[config.mk]
export PLATFORM = sky130hd
export DESIGN_NAME = keypad_scan
export DESIGN_NICKNAME = d
export VERILOG_FILES = /design/src/rtl/keypad_pkg.sv /design/src/rtl/sync_2ff.sv /design/src/rtl/keypad_scan.sv
export SDC_FILE = /design/constraint.sdc
export NUM_CORES = 1
export LEC_CHECK = 0
export ABC_AREA = 1
export CORE_ASPECT_RATIO = 1.4
export CORE_MARGIN = 5
export CORE_UTILIZATION = 50
export DETAILED_ROUTE_END_ITERATION = 12
export PLACE_DENSITY = 0.74
export SLEW_MARGIN = 30
export SYNTH_ARGS = -nofsm -noshare
export SYNTH_HDL_FRONTEND = slang
export SYNTH_SLANG_ARGS = --single-unit
[constraint.sdc]
create_clock -name clk -period 2.23 [get_ports clk]
set_input_delay 0.223 -clock clk [delete_from_list [all_inputs] [get_ports clk]]
set_output_delay 0.223 -clock clk [all_outputs]
set_load 0.05 [all_outputs]
[src/rtl/keypad_pkg.sv]
// Shared types and helpers for the keypad scanner: FSM encoding, idle pattern
// and the one-hot active-low column decode also used by the display scanner.
package keypad_pkg;

  typedef enum logic [1:0] {
    SCAN     = 2'd0,
    DEBOUNCE = 2'd1,
    HELD     = 2'd2
  } state_e;

  localparam logic [3:0] COL_IDLE = 4'b1111;

  function automatic logic [3:0] col_drive(input logic [1:0] idx);
    return ~(4'b0001 << idx);
  endfunction

endpackage

[src/rtl/sync_2ff.sv]
// Two-flop synchronizer for the externally pulled-up keypad rows; resets to all
// ones so an idle pad reads as no key.
module sync_2ff #(
  parameter int WIDTH = 4
) (
  input  logic             clk,
  input  logic             rst_n,
  input  logic [WIDTH-1:0] d_in,
  output logic [WIDTH-1:0] q_out
);

  logic [WIDTH-1:0] meta_q, meta_d;
  logic [WIDTH-1:0] sync_q, sync_d;

  always_comb begin
    meta_d = d_in;
    sync_d = meta_q;
  end

  always_ff @(posedge clk or negedge rst_n) begin
    if (!rst_n) begin
      meta_q <= '1;
      sync_q <= '1;
    end else begin
      meta_q <= meta_d;
      sync_q <= sync_d;
    end
  end

  assign q_out = sync_q;

endmodule

[src/rtl/keypad_scan.sv]
// 4x4 matrix keypad scanner: rotates the column drive, debounces a single key
// over DEBOUNCE_SCANS scan ticks and reports it as {col,row} with valid/held.
//
// state    | meaning
// SCAN     | rotating columns, waiting for exactly one low row
// DEBOUNCE | column frozen, counting consecutive matching ticks
// HELD     | key accepted, counting idle ticks until release
module keypad_scan
  import keypad_pkg::*;
#(
  parameter int DEBOUNCE_SCANS = 4
) (
  input  logic       clk,
  input  logic       rst_n,
  input  logic       scan_en,
  input  logic [3:0] row_n,
  output logic [3:0] col_n,
  output logic [3:0] key_code,
  output logic       key_valid,
  output logic       key_held
);

  localparam logic [3:0] DS = 4'(DEBOUNCE_SCANS);

  logic [3:0] row_s;

  sync_2ff #(.WIDTH(4)) u_row_sync (
    .clk   (clk),
    .rst_n (rst_n),
    .d_in  (row_n),
    .q_out (row_s)
  );

  logic [2:0] row_zeros;
  logic [1:0] row_idx;
  logic       row_single;

  always_comb begin
    row_zeros = 3'd0;
    row_idx   = 2'd0;
    for (int i = 0; i < 4; i++) begin
      if (!row_s[i]) begin
        row_zeros = row_zeros + 3'd1;
        row_idx   = 2'(i);
      end
    end
    row_single = (row_zeros == 3'd1);
  end

  state_e     state_q, state_d;
  logic [1:0] col_idx_q, col_idx_d;
  logic [1:0] cand_col_q, cand_col_d;
  logic [1:0] cand_row_q, cand_row_d;
  logic [3:0] cnt_q, cnt_d;
  logic [3:0] rcnt_q, rcnt_d;
  logic [3:0] key_code_q, key_code_d;
  logic       key_valid_q, key_valid_d;
  logic       key_held_q, key_held_d;
  logic [3:0] col_n_q, col_n_d;

  always_comb begin
    state_d     = state_q;
    col_idx_d   = col_idx_q;
    cand_col_d  = cand_col_q;
    cand_row_d  = cand_row_q;
    cnt_d       = cnt_q;
    rcnt_d      = rcnt_q;
    key_code_d  = key_code_q;
    key_valid_d = 1'b0;
    key_held_d  = key_held_q;

    if (scan_en) begin
      case (state_q)
        SCAN: begin
          if (row_single) begin
            cand_col_d = col_idx_q;
            cand_row_d = row_idx;
            // A single required match accepts on the very first tick.
            if (DS == 4'd1) begin
              key_code_d  = {col_idx_q, row_idx};
              key_valid_d = 1'b1;
              key_held_d  = 1'b1;
              cnt_d       = 4'd0;
              state_d     = HELD;
            end else begin
              cnt_d   = 4'd1;
              state_d = DEBOUNCE;
            end
          end else begin
            col_idx_d = col_idx_q + 2'd1;
          end
        end

        DEBOUNCE: begin
          if (row_single && (row_idx == cand_row_q)) begin
            if (cnt_q + 4'd1 == DS) begin
              key_code_d  = {cand_col_q, cand_row_q};
              key_valid_d = 1'b1;
              key_held_d  = 1'b1;
              cnt_d       = 4'd0;
              state_d     = HELD;
            end else begin
              cnt_d = cnt_q + 4'd1;
            end
          end else begin
            cnt_d     = 4'd0;
            col_idx_d = col_idx_q + 2'd1;
            state_d   = SCAN;
          end
        end

        HELD: begin
          if (row_s == COL_IDLE) begin
            if (rcnt_q + 4'd1 == DS) begin
              rcnt_d     = 4'd0;
              key_held_d = 1'b0;
              col_idx_d  = col_idx_q + 2'd1;
              state_d    = SCAN;
            end else begin
              rcnt_d = rcnt_q + 4'd1;
            end
          end else begin
            rcnt_d = 4'd0;
          end
        end

        default: begin
          state_d = SCAN;
          cnt_d   = 4'd0;
          rcnt_d  = 4'd0;
        end
      endcase
    end

    col_n_d = col_drive(col_idx_d);
  end

  always_ff @(posedge clk or negedge rst_n) begin
    if (!rst_n) begin
      state_q     <= SCAN;
      col_idx_q   <= 2'd0;
      cand_col_q  <= 2'd0;
      cand_row_q  <= 2'd0;
      cnt_q       <= 4'd0;
      rcnt_q      <= 4'd0;
      key_code_q  <= 4'h0;
      key_valid_q <= 1'b0;
      key_held_q  <= 1'b0;
      col_n_q     <= 4'b1110;
    end else begin
      state_q     <= state_d;
      col_idx_q   <= col_idx_d;
      cand_col_q  <= cand_col_d;
      cand_row_q  <= cand_row_d;
      cnt_q       <= cnt_d;
      rcnt_q      <= rcnt_d;
      key_code_q  <= key_code_d;
      key_valid_q <= key_valid_d;
      key_held_q  <= key_held_d;
      col_n_q     <= col_n_d;
    end
  end

  assign col_n     = col_n_q;
  assign key_code  = key_code_q;
  assign key_valid = key_valid_q;
  assign key_held  = key_held_q;

endmodule

# After elaboration in Yosys (flattened, before gate mapping)
# Index checks and enable logic that the tools add are counted.
# word_totals
ff_bits,34
latchBits,0
mem_bits_rw,0
rom_bits,0
inputBits,7
output_inout_bits,10
n_memories,0
# classes
add_sub_neg,6
n_mul,0
div_mod_pow,0
magnitude_cmp,0
eq_ne,13
shifts,1
mux,35
bitwise,3
reduce_logical,10
# ops
cell,n
$mux W2,12
$mux W4,5
$pmux W2 S3,2
$pmux W4 S3,1
$mux W1,10
$ne A2 B2 Y1 const B,5
$add A3 B1 Y3 const B,3
$mux W3,3
$add A4 B1 Y4 const B,2
$eq A4 B3 Y1 const B,2
$pmux W4 S2,1
$reduce_and A3 Y1,2
$reduce_and A6 Y1,1
$reduce_and A5 Y1,1
$eq A4 B4 Y1 const B,1
$not A4 Y4,1
$reduce_and A4 Y1,1
$shl A1 B2 Y4 const A,1
$eq A3 B1 Y1 const B,1
$ne A3 B3 Y1 const B,1
$add A2 B1 Y2 const B,1
$eq A2 B1 Y1 const B,1
$eq A2 B2 Y1,1
$eq A2 B2 Y1 const B,1
7 further kinds,8

# Longest topological paths before layout
# depth
depth_word,14
mapped_depth,17
mapped_depth_nobuf,17

# Modules after synthesis
# A second synthesis with hierarchy kept.
# unflattened
cells_unflattened,189
area_unflattened_um2,1702.9
# modules_own_cells
module,instances,cells_per_inst,area_per_inst_um2
keypad_scan,1,181,1492.7
sync_2ff,1,8,210.2

# Worst setup path after synthesis
# OpenSTA, ideal clock, no wires.
# synth_path
kind,reg2reg
start,"register u_row_sync.sync_q[1], in the netlist u_row_sync.q_out[1]"
end,register cand_col_q[1]
t_arrival_ns,2.101
t_required_ns,2.105
path_slack_ns,0.004
stages_incl_launch_ff,13
path_buffers,1
cell_sequence,dfstp_2 -> inv_1 -> ha_1 -> inv_1 -> nand2_1 -> nand2_2 -> ha_1 -> nor2_1 -> nand3_1 -> nand2_2 -> nand4_2 -> buf_6 -> mux2_4
# synth_between
elab_chain_len,7
# synth_lines
element,line,source
"start, declared",sync_2ff.sv:13,"logic [WIDTH-1:0] sync_q, sync_d;"
"start signal, assigned",sync_2ff.sv:26,sync_q <= sync_d;
$mux W3 (*),keypad_scan.sv:42,if (!row_s[i]) begin
$add A3 B1 Y3,keypad_scan.sv:43,row_zeros = row_zeros + 3'd1;
$mux W3 (*),keypad_scan.sv:42,
$add A3 B1 Y3,keypad_scan.sv:43,
$mux W3 (*),keypad_scan.sv:42,
$eq A3 B1 Y1 (*),keypad_scan.sv:47,row_single = (row_zeros == 3'd1);
$reduce_and A3 Y1 (no source line) (*),-,
"end signal, assigned",keypad_scan.sv:153,cand_col_q <= cand_col_d;
"end, declared",keypad_scan.sv:52,"logic [1:0] cand_col_q, cand_col_d;"
# Mark *: on every way between the ends. The rest lies on a longest branch, timed or not.
# A chain may end at the register's enable or synchronous reset.

# Worst setup path in the final report
# layout_path
start,"register u_row_sync.sync_q[1], in the netlist u_row_sync.q_out[1]"
end,"register key_held_q, in the netlist key_held"
# layout_between
elab_chain_len,9
elab_cells_between_ends,15
classes_between,2 x add/sub; 5 x eq/ne; 6 x mux; 2 x reduce/logical
# layout_lines
element,line,source
$mux W3,keypad_scan.sv:42,
$add A3 B1 Y3,keypad_scan.sv:43,
$mux W3,keypad_scan.sv:42,
$add A3 B1 Y3,keypad_scan.sv:43,
$mux W3,keypad_scan.sv:42,
$eq A3 B1 Y1,keypad_scan.sv:47,
$logic_and A1 B1 Y1,keypad_scan.sv:95,if (row_single && (row_idx == cand_row_q)) begin
$ne A2 B2 Y1 (no source line),-,
$reduce_and A6 Y1 (no source line) (*),-,
"end signal, assigned",keypad_scan.sv:159,key_held_q <= key_held_d;
"end, declared",keypad_scan.sv:58,"logic key_held_q, key_held_d;"
# Marks and branches as above.

==> impl_metrics.csv <==
group,metric,value,unit
sta,period_minus_slack,2.31,ns
clock_network,clock_path_buffers,2,
worst_setup_path,critical-path-top-delay-family,"simple AND/OR/NAND/NOR gates",
worst_setup_path,endpoint_kind,"flop",
clock_network,cts_num_sinks,34,
logic_synthesis,yosys_most_used_dff,"sky130_fd_sc_hd__dfrtp_1",
worst_setup_path,timing.critical_path.from_type,"flop",
worst_setup_path,rrSetupSlack,-0.08,ns
worst_setup_path,crit-reg2reg-launch,"u_row_sync.q_out[1]",
sta,final_hold_viol_count,0,
floorplan,chipHeight,78.0,um
power_and_ir_drop,p_leak,1.07,nW
grt,grt.overflow.total,0,
clock_network,cts-root-buf,"sky130_fd_sc_hd__clkbuf_8",
drt,route.detailed.vias_per_inst,5.18,
logic_synthesis,post_synthesis_sequential_area_ratio,0.524,
worst_setup_path,critPathLaunch,"u_row_sync.q_out[1]",
logic_synthesis,netlist_area,1650,sq um
cells_and_area,synthToLayoutAreaGrowth,32.2,%
sta,worst_pin_slew,0.504,ns
drt,post_drt_wl_per_cell,13.2,um
worst_setup_path,critPathMaxStageDelay,0.54,ns
logic_synthesis,synth.area.top_cells,"sky130_fd_sc_hd__dfrtp_1, sky130_fd_sc_hd__dfstp_2, sky130_fd_sc_hd__nand2_1, sky130_fd_sc_hd__inv_1, sky130_fd_sc_hd__ha_1",
clock_network,cts_htree_levels,2,
placement,gp_congestion,0.797,
cells_and_area,insertedDiodeCount,0,
outcome,status,"finished with violations",
logic_synthesis,post_synthesis_share_of_cell_area_spent_on_xor_and_xnor_gates,0.0159,
logic_synthesis,ys_async_sr_fraction,1.00,
logic_synthesis,synth_common_cells,"sky130_fd_sc_hd__nand2_1, sky130_fd_sc_hd__inv_1, sky130_fd_sc_hd__dfrtp_1, sky130_fd_sc_hd__nand3_1, sky130_fd_sc_hd__nor2_1",
cells_and_area,instances_no_fill,264,
sta,timing.final.max_slew_violations,0,
drt,route.antenna.remaining_nets,0,
floorplan,width_of_the_chip,58.6,um
logic_synthesis,synth.mux.area_fraction,0.00910,
floorplan,floorplan.core_area,3150,sq um
logic_synthesis,synth_top_cell_area_share,0.349,
floorplan,fp.dieArea,4570,sq um
logic_synthesis,postSynthNetCount,202,
worst_setup_path,worst-path-buf-inv,5,
worst_setup_path,r2r_end,"key_held",
placement,place_ws,-0.141,ns
clock_network,clkTransAtPathRegs,0.07,ns
logic_synthesis,dominant_combinational_cell_family_by_area_after_synthesis,"simple AND/OR/NAND/NOR gates",
sta,post-route-worst-setup-slack,-0.0821,ns
worst_setup_path,critical_path_arrival,2.53,ns
worst_setup_path,timing_worst_setup_path_type,"reg2reg",
cells_and_area,layout-drive-gt1-share,0.329,
sta,timing.final.crit_share,1.04,
placement,place_hpwl,2370,um
power_and_ir_drop,power_per_cell_area,947,nW/um^2
grt,initial_antenna_violation_count,0,
logic_synthesis,ys_ff_latch,34,
sta,timing.max_slew.rel_slack,0.663,
logic_synthesis,post-synth-top-count-cell,"sky130_fd_sc_hd__nand2_1",
cells_and_area,multiInputGateArea,790,sq um
placement,io_buffer_count,16,
worst_setup_path,cp.depth,16,
sta,grt_setup_unrepaired,"true",
cells_and_area,layout.filler_cells,232,
power_and_ir_drop,max-vdd-ir-drop,0.000903,V
clock_network,cts_made_buffers,5,
logic_synthesis,synthesis.area_per_instance,8.78,sq um
sta,finalSetupViolCount,10,
hold_path,hold_class,"in2async",
drt,initialDrtViolationCount,51,
clock_network,insertion_delay,0.28,ns
sta,worst_clock_skew,0.00488,ns
floorplan,top_level_ports,17,
worst_setup_path,critical_path_required,2.45,ns
grt,grt_first_pass_wirelength,5890,um
logic_synthesis,synthesis.yosys.warnings,0,
sta,timing.fmax,433,MHz
floorplan,initial_core_util,0.523,
drt,drt_pass1_iterations,4,
drt,drc,0,
grt,groute.usage.overall,0.169,
floorplan,fp-row-count,24,
drt,wirelength,3480,um
worst_setup_path,worst_setup_path_endpoint,"key_held",
clock_network,tritoncts_clock_tree,"yes",
logic_synthesis,synth-simple-area-share,0.262,
outcome,violations,"setup timing",
worst_setup_path,path_cells,"inv_2 > ha_4 > inv_2 > nand2_2 > nand2_4 > ha_4 > nor2_4 > nand3_2 > nand2_4 > buf_4 > nand3_2 > inv_2 > nand2_4 > inv_4 > nor2_1 > nor2_1",
worst_setup_path,slowest_stage,"sky130_fd_sc_hd__dfstp_2",
placement,place_inst,251,
cells_and_area,final_net_count,238,
cells_and_area,register_area,865,sq um
logic_synthesis,library_cell_occupying_the_most_area_in_the_post_synthesis_netlist,"sky130_fd_sc_hd__dfrtp_1",
drt,via_count,1367,
logic_synthesis,post_synth_inst_count,188,
sta,worst_hold_slack,0.335,ns
cells_and_area,final_core_utilization,0.692,
grt,grt_pass1_vias,1361,
worst_setup_path,worst-r2r-cell-count,16,
logic_synthesis,number_of_enable_flip_flop_cells_after_synthesis,0,
logic_synthesis,yosysUniqueCellTypes,24,
logic_synthesis,synth-compound-area-share,0.0637,
logic_synthesis,yosys.area_share.adder,0.0531,
grt,grt_max_degree,35,
power_and_ir_drop,fin_total_pwr,0.00207,W
worst_setup_path,worst-path-max-fanout,6,
flow_run,maxCapViolations,0,
-- cell families (layout without fill, tap and decap cells) --
group | Yosys count | in the layout
multiplexers | 1 | 1
XOR/XNOR | 3 | 3
buffers and inverters | 30 | 67
AND/OR/NAND/NOR | 95 | 95
AO/OA/AOI/OAI | 18 | 18
adder cells (fa/ha/maj) | 7 | 7
flip-flops | 34 | 34
-- per-stage QoR --
| stage | TNS [ns] | cell area (sq um) |
|---|---|---|
| final | -0.389 | 2180 |
| after CTS | 0 | 2070 |
| after global placement | -0.102 | 1920 |
| after floorplan | 0 | 1650 |
| after global routing | -2.73 | 2180 |
| after detailed placement | -1.56 | 1920 |
-- routing by layer --
metal / GRT usage / vias up / wire, um
met5: 0 / - / 0
met4: 0.109 / 0 / 131
met3: 0.0399 / 12 / 151
met2: 0.275 / 34 / 1820
met1: 0.193 / 654 / 1380
li1: - / 667 / -
-- report_power, final --
part           switching [W]  internal, W  total, W
sequential          0.000106     0.000756  0.000862
clock               0.000225     0.000248  0.000473
combinational       0.000447     0.000285  0.000732
-- worst min path at each step --
stage | endpoint | cells past startpoint | slack, ns
after floorplan | cand_col_q[0] | 0 | -0.07
after global placement | u_row_sync.q_out[0] | 0 | 0.35
after detailed placement | u_row_sync.q_out[1] | 0 | 0.35
after CTS | u_row_sync.meta_q[2] | 1 | 0.33
after global routing | u_row_sync.meta_q[1] | 1 | 0.33
final | cand_row_q[1] | 2 | 0.33
-- placed cells by master (no fill, tap or decap) --
cell	count
sky130_fd_sc_hd__clkinvlp_4	1
sky130_fd_sc_hd__dfrtp_1	23
sky130_fd_sc_hd__nor3_1	1
sky130_fd_sc_hd__o21ai_2	2
sky130_fd_sc_hd__nand2_4	5
sky130_fd_sc_hd__o21ai_0	4
sky130_fd_sc_hd__a21oi_1	1
sky130_fd_sc_hd__clkbuf_8	6
sky130_fd_sc_hd__ha_4	2
sky130_fd_sc_hd__clkdlybuf4s50_1	16
sky130_fd_sc_hd__a21oi_2	2
sky130_fd_sc_hd__nand3_1	11
sky130_fd_sc_hd__nand2_1	45
sky130_fd_sc_hd__ha_1	5
sky130_fd_sc_hd__o22ai_1	2
sky130_fd_sc_hd__inv_2	10
sky130_fd_sc_hd__nand4_1	3
sky130_fd_sc_hd__nor2_1	12
sky130_fd_sc_hd__clkinv_2	1
sky130_fd_sc_hd__o21ai_1	4
sky130_fd_sc_hd__nor2_4	1
sky130_fd_sc_hd__buf_6	2
sky130_fd_sc_hd__inv_1	18
sky130_fd_sc_hd__nand2_2	7
sky130_fd_sc_hd__nand4_4	2
sky130_fd_sc_hd__nor2_2	2
sky130_fd_sc_hd__buf_4	12
sky130_fd_sc_hd__dfstp_2	11
sky130_fd_sc_hd__nand3_2	6
sky130_fd_sc_hd__a22o_1	1
sky130_fd_sc_hd__a21boi_1	2
sky130_fd_sc_hd__inv_4	1
sky130_fd_sc_hd__xor2_1	3
sky130_fd_sc_hd__mux2_4	1
-- cell type report --
class / instances / area share
clock buffer: 6 / 0.0378
clock inverter: 2 / 0.00573
inverter: 29 / 0.0510
multi-input combinational: 124 / 0.362
sequential: 34 / 0.396
tap: 39 / 0.0224
timing repair buffer: 30 / 0.125
-- registers in the layout (all words and copies together), names as in the netlist, 2 cells and up --
| name | flops |
|---|---|
| cand_col_q | 2 |
| cand_row_q | 2 |
| cnt_q | 4 |
| col_idx_q | 2 |
| col_n | 4 |
| key_code | 4 |
| rcnt_q | 4 |
| state_q | 2 |
| u_row_sync.meta_q | 4 |
| u_row_sync.q_out | 4 |
-- repair_timing --
item / in CTS / in global routing
hold buffers: 0 / 0
gates resized for setup: 13 / 28
setup endpoints to repair: 20 / 22
pin swaps: 7 / 17
buffers inserted: 0 / 5
Note: power is estimated with default switching activity, not from simulation.
